**config.mk**
```make
export PLATFORM = sky130hd
export DESIGN_NAME = regfile_dump
export DESIGN_NICKNAME = d
export VERILOG_FILES = /design/src/rtl/core_pkg.sv /design/src/rtl/regfile_dump.sv
export SDC_FILE = /design/constraint.sdc
export NUM_CORES = 1
export LEC_CHECK = 0
export CORE_MARGIN = 1
export CORE_UTILIZATION = 30
export CTS_CLUSTER_SIZE = 12
export DETAILED_ROUTE_END_ITERATION = 10
export SYNTH_ARGS = -nofsm -noshare
export SYNTH_HDL_FRONTEND = slang
export SYNTH_SLANG_ARGS = --single-unit
```
**constraint.sdc**
```tcl
create_clock -name clk -period 1.6 [get_ports clk]
set_clock_uncertainty 0.1 [all_clocks]
set_input_delay 0.48 -clock clk [delete_from_list [all_inputs] [get_ports clk]]
set_output_delay 0.48 -clock clk [all_outputs]
set_load 0.01 [all_outputs]
```
**src/rtl/core_pkg.sv**
```systemverilog
// Shared constants, word/address types and the dump FSM state encoding
// for the 16x16 register file and its sequential reader.
package core_pkg;

  localparam int DATA_W   = 16;
  localparam int ADDR_W   = 4;
  localparam int NUM_REGS = 16;

  typedef logic [DATA_W-1:0] reg_word_t;
  typedef logic [ADDR_W-1:0] reg_addr_t;

  typedef enum logic {
    IDLE = 1'b0,
    SEND = 1'b1
  } dump_state_e;

endpackage

```
**src/rtl/regfile_dump.sv**
```systemverilog
// Sequential register-file reader: walks first_addr..last_addr (mod 16) on one
// async read port and streams each word out on a valid/ready channel.
module regfile_dump
  import core_pkg::*;
(
  input  logic      clk,
  input  logic      reset,
  input  logic      start,
  input  logic      abort,
  input  reg_addr_t first_addr,
  input  reg_addr_t last_addr,
  output reg_addr_t rd_addr,
  input  reg_word_t rd_data,
  output logic      out_valid,
  input  logic      out_ready,
  output reg_word_t out_data,
  output reg_addr_t out_addr,
  output logic      out_last,
  output logic      busy,
  output logic      done
);

  dump_state_e state_q, state_d;
  reg_addr_t   ptr_q, ptr_d;
  reg_addr_t   end_q, end_d;
  reg_word_t   data_q, data_d;
  reg_addr_t   addr_q, addr_d;
  logic        valid_q, valid_d;
  logic        last_q, last_d;
  logic        busy_q, busy_d;
  logic        done_q, done_d;

  // Next-state, read-address and output-register load logic.
  always_comb begin
    state_d = state_q;
    ptr_d   = ptr_q;
    end_d   = end_q;
    data_d  = data_q;
    addr_d  = addr_q;
    valid_d = valid_q;
    last_d  = last_q;
    busy_d  = busy_q;
    done_d  = 1'b0;
    rd_addr = first_addr;

    case (state_q)
      IDLE: begin
        rd_addr = first_addr;
        // An abort in IDLE also suppresses a coincident start.
        if (start && !abort) begin
          data_d  = rd_data;
          addr_d  = first_addr;
          last_d  = (first_addr == last_addr);
          ptr_d   = first_addr + 4'd1;
          end_d   = last_addr;
          valid_d = 1'b1;
          busy_d  = 1'b1;
          state_d = SEND;
        end else begin
          state_d = IDLE;
        end
      end
      SEND: begin
        rd_addr = ptr_q;
        if (abort) begin
          state_d = IDLE;
          valid_d = 1'b0;
          last_d  = 1'b0;
          busy_d  = 1'b0;
        end else if (valid_q && out_ready) begin
          if (last_q) begin
            state_d = IDLE;
            valid_d = 1'b0;
            last_d  = 1'b0;
            busy_d  = 1'b0;
            done_d  = 1'b1;
          end else begin
            data_d = rd_data;
            addr_d = ptr_q;
            last_d = (ptr_q == end_q);
            ptr_d  = ptr_q + 4'd1;
          end
        end else begin
          state_d = SEND;
        end
      end
      default: begin
        state_d = IDLE;
        valid_d = 1'b0;
        last_d  = 1'b0;
        busy_d  = 1'b0;
      end
    endcase
  end

  // State and output registers with synchronous reset.
  always_ff @(posedge clk) begin
    if (reset) begin
      state_q <= IDLE;
      ptr_q   <= 4'd0;
      end_q   <= 4'd0;
      data_q  <= 16'd0;
      addr_q  <= 4'd0;
      valid_q <= 1'b0;
      last_q  <= 1'b0;
      busy_q  <= 1'b0;
      done_q  <= 1'b0;
    end else begin
      state_q <= state_d;
      ptr_q   <= ptr_d;
      end_q   <= end_d;
      data_q  <= data_d;
      addr_q  <= addr_d;
      valid_q <= valid_d;
      last_q  <= last_d;
      busy_q  <= busy_d;
      done_q  <= done_d;
    end
  end

  assign out_valid = valid_q;
  assign out_data  = data_q;
  assign out_addr  = addr_q;
  assign out_last  = last_q;
  assign busy      = busy_q;
  assign done      = done_q;

endmodule

```
# Yosys cells after proc, flatten, opt, wreduce, memory -nomap -nowiden
# Index checks and enable logic that the tools add are counted.
dict set report totals {
  register_bits 32
  latchBits 0
  mem_bits_rw 0
  mem_bits_ro 0
  output_inout_bits 28
  word_cells 60
  n_memories 0
}
dict set report op_classes {
  add_sub_neg 2
  mul 0
  div 0
  magnitude_cmp 0
  eq_ne 8
  shifts 0
  mux 32
  n_bitwise 2
  n_reduce_logical 8
}
# cell n
set ops {}
lappend ops {{$mux W16} 4}
lappend ops {{$mux W4} 8}
lappend ops {{$pmux W16 S2} 1}
lappend ops {{$pmux W4 S2} 3}
lappend ops {{$mux W1} 13}
lappend ops {{$add A4 B1 Y4 const B} 2}
lappend ops {{$eq A4 B4 Y1} 2}
lappend ops {{$ne A2 B2 Y1 const B} 3}
lappend ops {{$ne A3 B2 Y1 const B} 2}
lappend ops {{$pmux W1 S2} 3}
lappend ops {{$reduce_and A2 Y1} 2}
lappend ops {{$reduce_and A4 Y1} 1}
lappend ops {{$reduce_or A4 Y1} 1}
lappend ops {{$reduce_and A3 Y1} 1}
lappend ops {{$logic_and A1 B1 Y1} 2}
lappend ops {{$ne A2 B1 Y1 const B} 1}
lappend ops {{$not A1 Y1} 2}
lappend ops {{$logic_not A1 Y1} 1}

# Logic depth before layout (Yosys ltp)
# Gate-level depths: netlist of the first run.
dict set report depth {
  depth_word 5
  mapped_depth 7
  mapped_depth_nobuf 6
}

# Least setup slack after synthesis of the first run
# OpenSTA, ideal clock, no wires.
dict set report synth_timing {
  kind {register to register}
  start {reg state_q}
  end {reg ptr_q[2]}
  setup_ns 0.070
  t_arrival_ns 1.448
  slack_ns -0.019
  path_stages_with_launch 8
  synth_period_minus_slack_ns 1.619
  cell_sequence {dfxtp_1 > buf_6 > mux2i_1 > inv_1 > ha_1 > xnor2_1 > nand2_1 > a21oi_1}
}
dict set report synth_via {
  elab_chain_cells 3
  word_cells_on_any_way 7
  cone_classes {eq/ne (4); mux (1); bitwise (1); reduce/logical (1)}
}
# element line_no
set synth_lines {}
lappend synth_lines {{start: declaration} regfile_dump.sv:23} ;# dump_state_e state_q, state_d;
lappend synth_lines {{start signal: assignment} regfile_dump.sv:109} ;# state_q <= state_d;
lappend synth_lines {{$not A1 Y1 (no line)} n/a}
lappend synth_lines {{$ne A2 B2 Y1 (no line)} n/a}
lappend synth_lines {{$reduce_and A4 Y1 (no line)} n/a}
lappend synth_lines {{end signal: assignment} regfile_dump.sv:110} ;# ptr_q <= ptr_d;
lappend synth_lines {{end: declaration} regfile_dump.sv:24} ;# reg_addr_t ptr_q, ptr_d;
# Several ways; a longest one is shown, not always the timed one.
# A chain may end at the register's enable or synchronous reset.

# Worst setup path after layout of the first run
dict set report layout_timing {
  start {reg state_q}
  end {out rd_addr[1]}
}
dict set report layout_via {
  elab_chain_cells 2
}
# element line_no
set layout_lines {}
lappend layout_lines {{$not A1 Y1 (no line)} n/a}
lappend layout_lines {{$pmux W4 S2 (*)} regfile_dump.sv:46} ;# case (state_q)
lappend layout_lines {{end: declaration} regfile_dump.sv:12} ;# output reg_addr_t rd_addr,
# Every way passes the cells marked *; elsewhere a longest branch is shown, timed or not.

==> metrics.csv, run 1 <==
metric,value,unit
ys_seq_area_share,46.84,%
setup_slack,-0.1873,ns
grtUsageTotal,16.22,%
slew_headroom,82.85,%
final-setup-viol-count,6,
gp_congestion,0.7478,
route.detailed.wl_per_inst,11.86,um
grt_pass1_vias,1363,
design.portCount,57,
period_share,111.7,%
use_met2,25.78,%
firstDrtPassIters,4,
hold_viol,0,
ant_nets,0,
synth_area_leader_cell,dfxtp_1,
arrival,1.21,ns
netlist_area,1368,sq um
ys_top_cells_by_area,"dfxtp_1 47%, nand2_1 12%, a21oi_1 9.1%",
ctsRootBufferMaster,clkbuf_8,
cts_hold_buf,0,
syn_to_final_growth,72.46,%
diodes,0,
cts.reportedPaths.clkPinSlew,0.07,ns
cpMaxStageDelayCell,dfxtp_4,
antenna_found_initial,0,
drv_cap,0,
violations,setup timing,
grt_max_degree,12,
start_util,31.41,%
netlist-cell-type-count,26,
power_leakage,1.067,nW
drc,0,
die_area,4832,sq um
clock-sinks,32,
grt-ovfl-total,0,
fin_crit,1.787,ns
drt_iter0_drc,42,
ir_worst_vdd,0.4199,mV
core,4354,sq um
synth_common_cells,"45 x nand2_1, 32 x dfxtp_1, 25 x a21oi_1",
ys_ff_latch,32,
synth_flop_cell,dfxtp_1,
critical_path_class,reg2out,
drv_slew,0,
dpl.hpwl,2725,um
synth_edf_count,0,
grt_busiest_layer,met2,
chipWidth,69.52,um
worst_slew_pin_slew,0.2537,ns
cp_max_fo,4,
use_met3,5.233,%
routed_wl,3642,um
die_h,69.52,um
p_per_area,790.7,nW/um^2
synthArstFlopShare,0,%
grt_pass1_wl,6113,um
rows,24,
vias,1422,
hold_path_class,reg2reg,
cts_tree,yes,
synthCells,164,
worstPathRequired,1.02,ns
routed_via_density,4.632,
yosysMostFrequentCell,nand2_1,
status,"finished, violations left",
rsz0062_at_grt,yes,
port_buffers,56,
max_stage_delay,0.39,ns
crit_path_cell_trace,buf_12 -> mux2i_4 -> inv_2 -> buf_6,
synth_fp_nets,194,
nets,285,
ys.warnings.count,0,
worst_setup_path_end_kind,output pin,
final_util,54.17,%
clk-insertion-delay-late,0.28,ns
yosysTopAreaCellShare,46.84,%
use_met1,19.98,%
start_kind,register,
clk_path_buf_depth,2,
total_power,1.865,mW
clock.fmax,559.5,MHz
n_fill_cell,428,
numCtsBuffers,5,
avgSynthCellArea,8.339,sq um
layout-drive-gt1-share,23.14,%
htreeDepth,2,
==> kinds of logic (layout without fill, tap and decap cells) <==
group / Yosys count / in the layout / synth area share, %
xor+xnor: 9 / 9 / 5.764
fa+ha+maj: 1 / 1 / 0.9148
flops: 32 / 32 / 46.84
buf+inv: 15 / 106 / 5.763
compound gates: 41 / 41 / 17.93
simple gates: 62 / 62 / 19.85
mux: 4 / 4 / 2.928
==> cell type report <==
type,count,area [sq um],share of cell area (%)
inverter,4,15.01,0.6366
sequential,32,644.4,27.32
timing repair buffer,95,848.3,35.97
multi-input combinational,117,708.2,30.03
clock buffer,6,72.57,3.077
tap,52,65.06,2.759
clock inverter,1,5.005,0.2122
==> per-stage QoR <==
step | hold WS (ns) | std cells | area [sq um] | setup slack [ns] | TNS, ns
after global placement | 0.3411 | 294 | 2206 | -0.7091 | -13.63
after detailed placement | 0.3457 | 294 | 2206 | -0.7091 | -13.45
after floorplan | 0.3560 | 164 | 1371 | 0.01386 | 0
after global routing | 0.3660 | 307 | 2359 | -0.2395 | -1.160
final | 0.3499 | 307 | 2359 | -0.1873 | -0.7912
after CTS | 0.3530 | 306 | 2308 | -0.2197 | -0.8601
==> layer usage <==
layer  routed length [um]  vias to the layer above
met5                    0                        -
met4                   58                        0
li1                     -                      735
met1                 1614                      639
met3                  239                        8
met2                 1730                       40
==> critical path, delay by kind of cell, from the launching register on <==
kind / cells / cell delay (ns)
buffers and inverters: 3 / 0.30
muxes: 1 / 0.23
DFF: 1 / 0.39
==> registers in the layout, indices dropped and copies added (netlist names) <==
signal / count
out_last: 1
out_data: 16
done: 1
busy: 1
end_q: 4
out_addr: 4
ptr_q: 4
state_q: 1
==> cells in the final DEF, fill, tap and decap left out, types with 2 or more instances in the layout <==
cell,n
a21oi_1,25
a211oi_1,5
nand2_1,45
buf_12,2
mux2i_4,3
clkbuf_8,5
clkdlybuf4s50_1,21
nor4b_1,2
buf_6,6
xor2_1,2
dlygate4sd2_1,30
o21ai_0,4
dfxtp_1,31
buf_4,32
nor2_1,6
a21o_1,4
nand3_1,2
buf_2,3
inv_1,3
xnor2_1,7
nand4_1,2
==> report_power, final <==
| part | leakage [nW] | switching [mW] | internal [mW] |
|---|---|---|---|
| combinational | 0.764 | 0.178 | 0.242 |
| sequential | 0.262 | 0.0269 | 0.838 |
| clock | 0.0410 | 0.284 | 0.295 |
| total | 1.07 | 0.489 | 1.38 |
==> path summary, 6_finish.rpt <==
check,from,end,slack [ns],cells past startpoint
setup / recovery,state_q,rd_addr[1],-0.19,4
hold / removal,out_data[6],out_data[6],0.35,2
setup reg to reg,state_q,ptr_q[3],-0.06,6
hold reg to reg,out_data[6],out_data[6],0.35,2
==> what timing repair did <==
item / 4_1_cts / 5_1_grt
setup endpoints to repair: 58 / 28
cloned: 1 / 0
setup buffers: 5 / 1
resized for setup: 59 / 8
pin swaps: 4 / 1
No activity file was read; power rests on OpenSTA's default activity.
==> run 2, diff against run 1 <==
--- a/config.mk
+++ b/config.mk
@@ -6,9 +6,11 @@
 export NUM_CORES = 1
 export LEC_CHECK = 0
 export CORE_MARGIN = 1
-export CORE_UTILIZATION = 30
+export CORE_UTILIZATION = 38
 export CTS_CLUSTER_SIZE = 12
 export DETAILED_ROUTE_END_ITERATION = 10
+export GPL_TIMING_DRIVEN = 0
+export PLACE_DENSITY = 0.75
 export SYNTH_ARGS = -nofsm -noshare
 export SYNTH_HDL_FRONTEND = slang
 export SYNTH_SLANG_ARGS = --single-unit
==> run 2 against run 1 <==
The flow still finishes with violations (setup timing); final area up 1.3%; register-to-register slack got worse by 0.09 ns; total power is 2.7% lower; worst hold slack improved by 0.0081 ns; clock power fell by 14%; maximum frequency shrank 3.1%; sequential share of layout area about the same; worst setup slack lost 0.058 ns; first-iteration DRC count increased by 69%.
==> metrics.csv, run 2 (synthesis results as in run 1) <==
metric,value,unit,change
status,"finished, violations left",,unchanged
violations,setup timing,,unchanged
min_from,out_data[12],,was out_data[6]
vias,1442,,was 1422
ctsRootBufferMaster,clkbuf_4,,was clkbuf_8
worst_setup_path_end_kind,output pin,,unchanged
route.detailed.wl_per_inst,13.60,um,was 11.86 um
r2r_start,state_q,,unchanged
hold_path_class,reg2reg,,unchanged
placed_cells,266,,was 294
grt_pass1_vias,1305,,was 1363
ant_nets,0,,unchanged
clk_path_buf_depth,2,,unchanged
crit_path_cell_trace,buf_8 -> mux2i_4 -> inv_2 -> buf_6,,was buf_12 -> mux2i_4 -> inv_2 -> buf_6
post-place-ws,-0.8483,ns,was -0.7091 ns
worst_slew_pin_slew,0.6329,ns,was 0.2537 ns
p_per_area,759.0,nW/um^2,was 790.7 nW/um^2
diodes,0,,unchanged
nets,276,,was 285
die_area,3843,sq um,was 4832 sq um
holdPathStages,2,,unchanged
antenna_found_initial,0,,unchanged
cpMaxStageDelayCell,dfxtp_4,,unchanged
numCtsBuffers,5,,unchanged
critical_path_class,reg2out,,unchanged
power_leakage,1.015,nW,was 1.067 nW
regToRegSetupSlack,-0.15,ns,was -0.06 ns
layout-drive-gt1-share,28.34,%,was 23.14%
max_stage_delay,0.39,ns,about the same
final_common_cell,nand2_1,,unchanged
rsz0062_at_grt,yes,,unchanged
instances_no_fill,293,,was 307
clock-sinks,32,,unchanged
drv_slew,0,,unchanged
n_fill_cell,282,,was 428
period_share,115.3,%,was 111.7%
final-setup-viol-count,27,,was 6
dpl.hpwl,2509,um,was 2725 um
drc,0,,unchanged
fin_crit,1.845,ns,was 1.787 ns
holdPathEnd,out_data[12],,was out_data[6]
die_h,61.99,um,was 69.52 um
cts_tree,yes,,unchanged
grt_pass1_wl,5954,um,was 6113 um
cts.reportedPaths.clkPinSlew,0.11,ns,was 0.07 ns
cts_hold_buf,0,,unchanged
start_util,40.35,%,was 31.41%
firstDrtPassIters,4,,unchanged
core,3390,sq um,was 4354 sq um
startpoint,state_q,,unchanged
drv_cap,0,,unchanged
worstPathRequired,1.02,ns,about the same
grt_max_degree,11,,was 12
chipWidth,61.99,um,was 69.52 um
rows,21,,was 24
routed_wl,3986,um,was 3642 um
r2r_cells,6,,unchanged
largest_register_ffs,16,,unchanged
grt-ovfl-total,0,,unchanged
clk-insertion-delay-late,0.34,ns,was 0.28 ns
cp_max_fo,4,,unchanged
arrival,1.27,ns,was 1.21 ns
port_buffers,56,,unchanged
clock.fmax,542.0,MHz,was 559.5 MHz
start_kind,register,,unchanged
syn_to_final_growth,74.75,%,was 72.46%
hold_viol,0,,unchanged
r2r-end,ptr_q[3],,unchanged
routed_via_density,4.922,,was 4.632
ir_worst_vdd,0.6454,mV,was 0.4199 mV
gp_congestion,0.7378,,was 0.7478
final_cell_mix,"40 x nand2_1, 29 x dfxtp_1, 26 x dlygate4sd2_1, 22 x clkdlybuf4s50_1, 18 x a21oi_1",,"was 45 x nand2_1, 32 x buf_4, 31 x dfxtp_1, 30 x dlygate4sd2_1, 25 x a21oi_1"
drt_iter0_drc,71,,was 42
htreeDepth,2,,unchanged
grtUsageTotal,22.07,%,was 16.22%
design.portCount,57,,unchanged
slew_headroom,57.81,%,was 82.85%
setup_slack,-0.2451,ns,was -0.1873 ns
[run 2: repair_timing]
action / 4_1_cts / 5_1_grt
gates cloned: 2 / 1
gates resized for setup: 78 / 39
setup endpoints to repair: 58 / 32
setup buffers: 15 / 3
pin swaps: 3 / 11
[run 2: worst max-delay path: cells and delay by family, from the launching register on]
family,cells,cell delay (ns)
mux,1,0.22
buf+inv,3,0.31
flops,1,0.39
[run 2: layout make-up]
cell class / instances / area, sq um / area share (%)
clock buffers: 6 / 51.30 / 2.147
repair buffers: 75 / 710.7 / 29.74
well taps: 46 / 57.56 / 2.408
multi-input cells: 117 / 782.0 / 32.72
inverters: 4 / 15.01 / 0.6283
plain buffers: 11 / 111.4 / 4.660
clock inverters: 2 / 10.01 / 0.4188
flip-flops and latches: 32 / 651.9 / 27.28
[run 2: layer usage]
| layer | vias to the layer above | global-route usage (%) | part of all wire [%] |
|---|---|---|---|
| met5 | - | 0 | 0 |
| met4 | 0 | 7.619 | 1.4 |
| met2 | 50 | 36.63 | 49 |
| met1 | 669 | 25.77 | 41 |
| met3 | 6 | 8.903 | 8.4 |
| li1 | 717 | - | - |
[run 2: per-stage QoR]
step | utilization (%) | hold WS [ns] | area [sq um] | power (mW) | TNS [ns]
CTS | 65.93 | 0.3585 | 2235 | 1.765 | -1.089
detailed placement | 58.69 | 0.3487 | 1989 | 1.235 | -18.21
finish | 70.51 | 0.3579 | 2390 | 1.814 | -1.793
floorplan | - | 0.3560 | 1371 | 1.045 | 0
global route | 70.51 | 0.3847 | 2390 | 1.898 | -3.895
global placement | 58.69 | 0.3416 | 1989 | 1.232 | -17.83
[run 2: where the power goes]
group	total, mW	internal [mW]	switching (mW)
sequential	0.867	0.837	0.0303
combinational	0.446	0.247	0.199
clock	0.500	0.209	0.291
[run 2: worst max-delay path by stage]
| stage | end | slack [ns] | cells after the start |
|---|---|---|---|
| 6_report | rd_addr[1] | -0.25 | 4 |
| 5_1_grt | rd_addr[2] | -0.32 | 4 |
| 4_1_cts | rd_addr[2] | -0.25 | 4 |
| 3_5_place_dp | rd_addr[2] | -0.85 | 4 |
| 3_3_place_gp | rd_addr[2] | -0.85 | 4 |
| 2_1_floorplan | ptr_q[2] | 0.01 | 7 |
==> run 3, diff against run 2 <==
--- a/config.mk
+++ b/config.mk
@@ -7,9 +7,11 @@
 export LEC_CHECK = 0
 export CORE_MARGIN = 1
 export CORE_UTILIZATION = 38
+export CTS_CLUSTER_DIAMETER = 60
 export CTS_CLUSTER_SIZE = 12
 export DETAILED_ROUTE_END_ITERATION = 10
 export GPL_TIMING_DRIVEN = 0
+export HOLD_SLACK_MARGIN = 0.15
 export PLACE_DENSITY = 0.75
 export SYNTH_ARGS = -nofsm -noshare
 export SYNTH_HDL_FRONTEND = slang
==> results of run 3 <==
The final DEF is identical to that of run 2; final timing and power are the same.
